<file path="src/rtl/heap_pkg.sv">
// rtl/heap_pkg.sv - shared types and sizing helpers for the heap frame sequencer
// Purpose: state encoding for heap_ctrl_fsm plus capacity and counter-width helpers.
// Contents: state_t, heap_cap(), cnt_w().
package heap_pkg;

  typedef enum logic [2:0] {
    IDLE    = 3'd0,
    INIT    = 3'd1,
    WAIT    = 3'd2,
    LOAD    = 3'd3,
    DISCARD = 3'd4,
    FLUSH   = 3'd5,
    DRAIN   = 3'd6
  } state_t;

  // Number of keys a heap of nlevels levels can hold.
  function automatic int heap_cap(input int nlevels);
    return (1 << nlevels) - 1;
  endfunction

  // Bits needed to hold any value 0..x.
  function automatic int cnt_w(input int x);
    return (x < 1) ? 1 : $clog2(x + 1);
  endfunction

endpackage

</file>
<file path="src/rtl/heap_ctrl_if.sv">
// rtl/heap_ctrl_if.sv - stream and heap-side signal bundle for heap_ctrl
// Purpose: groups the input stream, heap handshake and output stream.
// Modports: master = heap_ctrl side, slave = producer/heap/consumer side.
interface heap_ctrl_if #(
  parameter int DATA_WIDTH = 8
);

  logic [DATA_WIDTH-1:0] s_data;
  logic                  s_valid;
  logic                  s_last;
  logic                  s_ready;

  logic [DATA_WIDTH-1:0] heap_din;
  logic                  heap_en;
  logic                  heap_init;
  logic                  heap_flush;
  logic [DATA_WIDTH-1:0] heap_dout;
  logic                  heap_valid;

  logic [DATA_WIDTH-1:0] m_data;
  logic                  m_valid;
  logic                  m_last;

  modport master (
    input  s_data, s_valid, s_last,
    output s_ready,
    output heap_din, heap_en, heap_init, heap_flush,
    input  heap_dout, heap_valid,
    output m_data, m_valid, m_last
  );

  modport slave (
    output s_data, s_valid, s_last,
    input  s_ready,
    input  heap_din, heap_en, heap_init, heap_flush,
    output heap_dout, heap_valid,
    input  m_data, m_valid, m_last
  );

endinterface

</file>
<file path="src/rtl/heap_ctrl_fsm.sv">
// rtl/heap_ctrl_fsm.sv - frame state machine for heap_ctrl
// Purpose: state register and next-state logic; all datapath lives in the top.
// Ports: clk/rstn; i_* event qualifiers computed by the top; o_state current
//        state, o_next next state (used by the top for registered pulses).
module heap_ctrl_fsm
  import heap_pkg::*;
(
  input  logic   clk,
  input  logic   rstn,
  input  logic   i_start,
  input  logic   i_accept,
  input  logic   i_last,
  input  logic   i_at_cap,
  input  logic   i_wait_done,
  input  logic   i_drain_done,
  input  logic   i_drain_timeout,
  output state_t o_state,
  output state_t o_next
);

  state_t r_state;
  state_t w_next;

  always_ff @(posedge clk or negedge rstn) begin
    if (!rstn) r_state <= IDLE;
    else       r_state <= w_next;
  end

  always_comb begin
    w_next = r_state;
    unique case (r_state)
      IDLE:    if (i_start) w_next = INIT;
      INIT:    w_next = WAIT;
      WAIT:    if (i_wait_done) w_next = LOAD;
      LOAD: begin
        // s_last wins over capacity: a full frame ending exactly at CAP is not an overflow.
        if (i_accept && i_last)        w_next = FLUSH;
        else if (i_accept && i_at_cap) w_next = DISCARD;
      end
      DISCARD: if (i_accept && i_last) w_next = FLUSH;
      FLUSH:   w_next = DRAIN;
      DRAIN:   if (i_drain_done || i_drain_timeout) w_next = IDLE;
      default: w_next = IDLE;
    endcase
  end

  assign o_state = r_state;
  assign o_next  = w_next;

endmodule

</file>
<file path="src/rtl/heap_ctrl.sv">
// rtl/heap_ctrl.sv - frame sequencer that loads, flushes and drains the heap sorter
// Purpose: accepts a framed stream, feeds up to CAP keys to the heap, re-frames the
//          sorted burst with m_last, flags overflow and drain timeout per frame.
// Ports: clk, rstn (async active-low); start; busy/done/overflow/timeout_err status;
//        loaded_cnt; bus (s_* input stream, heap_* heap handshake, m_* output stream).
module heap_ctrl
  import heap_pkg::*;
#(
  parameter int DATA_WIDTH    = 8,
  parameter int KEY_WIDTH     = 4,
  parameter int NLEVELS       = 3,
  parameter int INIT_WAIT     = 4,
  parameter int DRAIN_TIMEOUT = 64
) (
  input  logic               clk,
  input  logic               rstn,
  input  logic               start,
  output logic               busy,
  output logic               done,
  output logic               overflow,
  output logic               timeout_err,
  output logic [NLEVELS-1:0] loaded_cnt,
  heap_ctrl_if.master        bus
);

  localparam int CAP   = heap_cap(NLEVELS);
  localparam int OUT_W = cnt_w(CAP);
  // One timer serves both the WAIT countdown and the DRAIN idle watchdog.
  localparam int TMR_W = cnt_w((DRAIN_TIMEOUT > INIT_WAIT) ? DRAIN_TIMEOUT : INIT_WAIT);

  if (KEY_WIDTH > DATA_WIDTH) begin : g_key_check
    $error("heap_ctrl: KEY_WIDTH must not exceed DATA_WIDTH");
  end

  state_t                  w_state;
  state_t                  w_next;
  logic                    w_s_ready;
  logic                    w_accept;
  logic                    w_at_cap;
  logic                    w_wait_done;
  logic                    w_drain_take;
  logic                    w_drain_timeout;

  logic [NLEVELS-1:0]      r_loaded_cnt;
  logic [OUT_W-1:0]        r_out_cnt;
  logic [TMR_W-1:0]        r_tmr;
  logic                    r_overflow;
  logic                    r_timeout_err;
  logic                    r_done;
  logic [DATA_WIDTH-1:0]   r_heap_din;
  logic                    r_heap_en;
  logic                    r_heap_init;
  logic                    r_heap_flush;
  logic [DATA_WIDTH-1:0]   r_m_data;
  logic                    r_m_valid;
  logic                    r_m_last;

  assign w_s_ready   = (w_state == LOAD) || (w_state == DISCARD);
  assign w_accept    = bus.s_valid && w_s_ready;
  assign w_at_cap    = (r_loaded_cnt == NLEVELS'(CAP - 1));
  assign w_wait_done = (r_tmr == TMR_W'(INIT_WAIT - 1));
  // Once m_last has been issued the frame is closed; stray heap valids are dropped.
  assign w_drain_take    = (w_state == DRAIN) && bus.heap_valid && !r_m_last;
  assign w_drain_timeout = (w_state == DRAIN) && !bus.heap_valid && !r_m_last &&
                           (r_tmr == TMR_W'(DRAIN_TIMEOUT - 1));

  heap_ctrl_fsm u_fsm (
    .clk             (clk),
    .rstn            (rstn),
    .i_start         (start),
    .i_accept        (w_accept),
    .i_last          (bus.s_last),
    .i_at_cap        (w_at_cap),
    .i_wait_done     (w_wait_done),
    .i_drain_done    (r_m_last),
    .i_drain_timeout (w_drain_timeout),
    .o_state         (w_state),
    .o_next          (w_next)
  );

  always_ff @(posedge clk or negedge rstn) begin
    if (!rstn) begin
      r_loaded_cnt  <= '0;
      r_out_cnt     <= '0;
      r_tmr         <= '0;
      r_overflow    <= 1'b0;
      r_timeout_err <= 1'b0;
      r_done        <= 1'b0;
      r_heap_din    <= '0;
      r_heap_en     <= 1'b0;
      r_heap_init   <= 1'b0;
      r_heap_flush  <= 1'b0;
      r_m_data      <= '0;
      r_m_valid     <= 1'b0;
      r_m_last      <= 1'b0;
    end else begin
      // INIT and FLUSH last exactly one cycle, so the pulses follow the next state.
      r_heap_init  <= (w_next == INIT);
      r_heap_flush <= (w_next == FLUSH);
      r_heap_en    <= 1'b0;
      r_m_valid    <= 1'b0;
      r_m_last     <= 1'b0;
      r_done       <= (w_state == DRAIN) && (w_next == IDLE);

      if (w_state == IDLE && start) begin
        r_loaded_cnt  <= '0;
        r_out_cnt     <= '0;
        r_overflow    <= 1'b0;
        r_timeout_err <= 1'b0;
      end

      if (w_next != w_state)       r_tmr <= '0;
      else if (w_state == WAIT)    r_tmr <= r_tmr + TMR_W'(1);
      else if (w_state == DRAIN)   r_tmr <= bus.heap_valid ? '0 : r_tmr + TMR_W'(1);

      if (w_state == LOAD && w_accept) begin
        r_heap_din   <= bus.s_data;
        r_heap_en    <= 1'b1;
        r_loaded_cnt <= r_loaded_cnt + NLEVELS'(1);
      end

      if (w_state == DISCARD && w_accept) r_overflow <= 1'b1;

      if (w_drain_take) begin
        r_m_valid <= 1'b1;
        r_m_data  <= bus.heap_dout;
        r_out_cnt <= r_out_cnt + OUT_W'(1);
        r_m_last  <= ((r_out_cnt + OUT_W'(1)) == OUT_W'(r_loaded_cnt));
      end

      if (w_drain_timeout) r_timeout_err <= 1'b1;
    end
  end

  assign busy           = (w_state != IDLE);
  assign done           = r_done;
  assign overflow       = r_overflow;
  assign timeout_err    = r_timeout_err;
  assign loaded_cnt     = r_loaded_cnt;
  assign bus.s_ready    = w_s_ready;
  assign bus.heap_din   = r_heap_din;
  assign bus.heap_en    = r_heap_en;
  assign bus.heap_init  = r_heap_init;
  assign bus.heap_flush = r_heap_flush;
  assign bus.m_data     = r_m_data;
  assign bus.m_valid    = r_m_valid;
  assign bus.m_last     = r_m_last;

endmodule

</file>
<file path="src/flat_wrapper.sv">
// flat-port wrapper written by rule: the top's interface ports become plain ports
module heap_ctrl_flat import heap_pkg::*;
#(
  parameter int DATA_WIDTH    = 8,
  parameter int KEY_WIDTH     = 4,
  parameter int NLEVELS       = 3,
  parameter int INIT_WAIT     = 4,
  parameter int DRAIN_TIMEOUT = 64
)
  (clk, rstn, start, busy, done, overflow, timeout_err, loaded_cnt, bus_s_data, bus_s_valid, bus_s_last, bus_s_ready, bus_heap_din, bus_heap_en, bus_heap_init, bus_heap_flush, bus_heap_dout, bus_heap_valid, bus_m_data, bus_m_valid, bus_m_last);
  heap_ctrl_if #(.DATA_WIDTH(DATA_WIDTH)) bus_i ();
  input  logic clk;
  input  logic rstn;
  input  logic start;
  output logic busy;
  output logic done;
  output logic overflow;
  output logic timeout_err;
  output logic [NLEVELS-1:0] loaded_cnt;
  input wire logic [$bits(bus_i.s_data)-1:0] bus_s_data;
  input wire logic [$bits(bus_i.s_valid)-1:0] bus_s_valid;
  input wire logic [$bits(bus_i.s_last)-1:0] bus_s_last;
  output wire logic [$bits(bus_i.s_ready)-1:0] bus_s_ready;
  output wire logic [$bits(bus_i.heap_din)-1:0] bus_heap_din;
  output wire logic [$bits(bus_i.heap_en)-1:0] bus_heap_en;
  output wire logic [$bits(bus_i.heap_init)-1:0] bus_heap_init;
  output wire logic [$bits(bus_i.heap_flush)-1:0] bus_heap_flush;
  input wire logic [$bits(bus_i.heap_dout)-1:0] bus_heap_dout;
  input wire logic [$bits(bus_i.heap_valid)-1:0] bus_heap_valid;
  output wire logic [$bits(bus_i.m_data)-1:0] bus_m_data;
  output wire logic [$bits(bus_i.m_valid)-1:0] bus_m_valid;
  output wire logic [$bits(bus_i.m_last)-1:0] bus_m_last;
  assign bus_i.s_data = bus_s_data;
  assign bus_i.s_valid = bus_s_valid;
  assign bus_i.s_last = bus_s_last;
  assign bus_s_ready = bus_i.s_ready;
  assign bus_heap_din = bus_i.heap_din;
  assign bus_heap_en = bus_i.heap_en;
  assign bus_heap_init = bus_i.heap_init;
  assign bus_heap_flush = bus_i.heap_flush;
  assign bus_i.heap_dout = bus_heap_dout;
  assign bus_i.heap_valid = bus_heap_valid;
  assign bus_m_data = bus_i.m_data;
  assign bus_m_valid = bus_i.m_valid;
  assign bus_m_last = bus_i.m_last;
  heap_ctrl #(.DATA_WIDTH(DATA_WIDTH), .KEY_WIDTH(KEY_WIDTH), .NLEVELS(NLEVELS), .INIT_WAIT(INIT_WAIT), .DRAIN_TIMEOUT(DRAIN_TIMEOUT)) u_core (.clk(clk), .rstn(rstn), .start(start), .busy(busy), .done(done), .overflow(overflow), .timeout_err(timeout_err), .loaded_cnt(loaded_cnt), .bus(bus_i));
endmodule
</file>
<file path="config.mk">
export PLATFORM = sky130hd
export DESIGN_NAME = heap_ctrl_flat
export DESIGN_NICKNAME = d
export VERILOG_FILES = /design/src/rtl/heap_pkg.sv /design/src/rtl/heap_ctrl_if.sv /design/src/rtl/heap_ctrl_fsm.sv /design/src/rtl/heap_ctrl.sv /design/src/flat_wrapper.sv
export SDC_FILE = /design/constraint.sdc
export NUM_CORES = 1
export LEC_CHECK = 0
export ABC_AREA = 1
export BUFFER_PORTS_ARGS = -buffer_cell sky130_fd_sc_hd__buf_4
export CORE_MARGIN = 1.5
export CORE_UTILIZATION = 29
export CTS_CLUSTER_DIAMETER = 60
export DETAILED_ROUTE_END_ITERATION = 8
export GPL_ROUTABILITY_DRIVEN = 0
export PLACE_DENSITY = 0.58
export SYNTH_ARGS = -nofsm -noshare
export SYNTH_HDL_FRONTEND = slang
export SYNTH_SLANG_ARGS = --single-unit
</file>
<file path="constraint.sdc">
create_clock -name clk -period 4.12 [get_ports clk]
set_input_delay 0.206 -clock clk [delete_from_list [all_inputs] [get_ports clk]]
set_output_delay 0.206 -clock clk [all_outputs]
set_load 0.01 [all_outputs]
</file>
==> qor.yml <==
clkTransAtPathRegs_ps: 80
fillers: 673
finalClockSkew_ps: 3.19
p_leak_uw: 0.00131
synth-warning-count: 0
htree_levels: 2
syn2layout_area_growth_pct: 29.9
antenna_found_initial: 0
p_sw_uw: 560
worstSetupPathType: "reg2reg"
synth.avg_cell_area_um2: 8.84
netlist_area_um2: 1860
reg2regPathDepth: 7
hold_depth: 3
num-nets-final: 291
reg2reg_slack_ps: 2150
grt_max_degree: 41
slew_violations: 0
vias: 1530
wl_per_cell_um: 11.7
dieArea_um2: 6920
postSynthCellCount: 211
cts_setup_buffers: 0
ys_types: 30
holdWs_ps: 95.3
clockRootBuffer: "clkbuf_8"
core_area_um2: 6280
min-delay-start: "bus_heap_dout[5]"
routed_wl_um: 4010
multi_input_area_um2: 753
critPathMaxFanout: 12
cts_buffers: 5
maxCapViolations: 0
cts_buffer_depth: 2
netlist_top_cells_area: "dfrtp_1 (54%), nand2_1 (15%), nand3_1 (3.2%)"
r2r-start: "u_core.u_fsm.o_state[0]"
ios: 51
hold_viol_final: 0
post-route-period-util_pct: 47.7
p_comb_share_pct: 38.5
cp.required_ps: 4310
via_per_inst: 4.46
power_frac_clock_pct: 21.3
tightest_slew_ps: 520
drtIter0Drc: 76
synth_edf_count: 0
synth_seq_cells: 40
synth_area_leader_cell: "dfrtp_1"
cp.arrival_ps: 2150
whs_endpoint: "u_core.bus.m_data[5]"
rsz0062_at_grt: "false"
grt_pass1_wl_um: 7040
first_global_vias: 1574
synth_largest_type_area_fraction_pct: 53.7
setup_viol: 0
initial_core_util_pct: 29.7
synthTopCellsByCount: "nand2_1 (75), dfrtp_1 (40), inv_1 (16), nor2_1 (16), nand3_1 (12)"
firstDrtPassIters: 4
portBuffers: 50
fmax_mhz: 508
fin_tns_setup_ps: 0
final_core_util_pct: 38.6
synth_seq_area_share_pct: 53.7
antenna_left: 0
peakVddDrop_mv: 0.236
cp-startpoint: "u_core.u_fsm.o_state[0]"
place_hpwl_um: 2880
grt_remaining_overflow: 0
power.internal_uw: 961
outcome: "complete, no violations"
grt_usage_pct: 12.6
n_antenna_cell: 0
placed_cells: 334
start_kind: "flop"
drive_gt1_share_pct: 27.8
drc: 0
hold_class: "in2reg"
synth_nets: 237
finalPower_uw: 1520
yosysMostFrequentCell: "nand2_1"
p_seq_share_pct: 40.2
relSlewSlack_pct: 65.4
seqCellArea_um2: 1000
die_h_um: 83.2
tritoncts: "built"
synth_ff_type: "dfrtp_1"
layout_min_cycle_time_ps: 1970
die_w_um: 83.2
layoutNonFillerInstCount: 343
reg2reg_to: "u_core.r_out_cnt[2]"
clock_latency_ps: 290
cts.sinks: 40
power_density_nw_per_um2: 628
async_reset_ff_share_pct: 100
power.share.switching_pct: 36.8
placementRows: 29
end_kind: "flop"
==> layout by cell type (no fill, tap or decap), types with 3 or more instances in the layout <==
cell type	instances
nand3_1	12
clkbuf_8	5
nand2_2	3
ha_1	4
nor2_2	3
inv_1	16
nand2_1	75
buf_4	50
o21ai_0	5
dfrtp_1	40
nor2_1	16
xor2_1	3
inv_2	3
nand4_1	5
==> critical path, stage by stage, from the launching register on <==
cell     delay, ps
dfrtp_1        460
inv_2          130
nand3_1        110
nor2_2         170
nand2_1        270
inv_1          390
nor2_1         130
a22o_1         200
==> power by group through the flow <==
| stage | sequential (uW) | combinational [uW] | clock, uW |
|---|---|---|---|
| 5_1_grt | 631 | 661 | 355 |
| 6_report | 611 | 585 | 324 |
| 3_3_place_gp | 621 | 589 | 0 |
| 2_1_floorplan | 640 | 327 | 0 |
| 4_1_cts | 615 | 598 | 336 |
| 3_5_place_dp | 620 | 597 | 0 |
==> metal layers <==
layer	share of wire (%)	global-route usage [%]	up-vias
li1	-	-	778
met1	47	15.5	717
met2	47	20.5	31
met3	4.8	3.78	4
met4	1.1	5.45	0
met5	0	0	-
==> worst max-delay path by stage <==
stage	endpoint	cells past startpoint	slack [ps]
5_1_grt	u_core.r_out_cnt[2]	7	2010
2_1_floorplan	u_core.r_tmr[1]	8	2680
3_5_place_dp	u_core.r_out_cnt[2]	7	2110
6_report	u_core.r_out_cnt[2]	7	2150
3_3_place_gp	u_core.r_out_cnt[1]	7	2140
4_1_cts	u_core.r_out_cnt[1]	7	2110
==> cell families (layout without fill, tap and decap cells) <==
logic type / count (synthesis) / in the layout / share of synthesized area (%)
AOI/OAI and AO/OA: 17 / 17 / 6.58
xor gates and xnor gates: 5 / 5 / 2.35
adders and majority gates: 4 / 4 / 2.68
buffers and inverters: 24 / 79 / 5.91
DFF: 40 / 40 / 53.7
and+or+nand+nor: 121 / 121 / 28.8
==> per-stage QoR <==
stage                     worst slack (ps)  instance area [um2]
after floorplan                       2680                 1860
after global placement                2140                 2300
after detailed placement              2110                 2300
after CTS                             2110                 2420
after global routing                  2010                 2420
final                                 2150                 2420
==> sequential cells by signal, summed over array words and instances, names as in the netlist <==
signal,count
u_core.r_out_cnt,3
u_core.bus.m_data,8
u_core.bus.m_last,1
u_core.bus.heap_flush,1
u_core.bus.heap_init,1
u_core.r_tmr,7
u_core.done,1
u_core.overflow,1
u_core.bus.heap_en,1
u_core.bus.m_valid,1
u_core.timeout_err,1
u_core.u_fsm.o_state,3
u_core.bus.heap_din,8
u_core.loaded_cnt,3
==> repair_timing <==
item,in CTS,in global routing
hold buffers,1,0
resized for setup,0,0
hold endpoints to repair,40,0
==> area by class of cell <==
| class | instances | share of cell area (%) |
|---|---|---|
| clock inverters | 3 | 1.76 |
| well taps | 77 | 3.98 |
| multi-input cells | 147 | 31.1 |
| flip-flops and latches | 40 | 41.3 |
| clock buffers | 5 | 2.84 |
| inverters | 20 | 3.10 |
| repair buffers | 51 | 15.9 |
No activity file was read; power rests on OpenSTA's default activity.
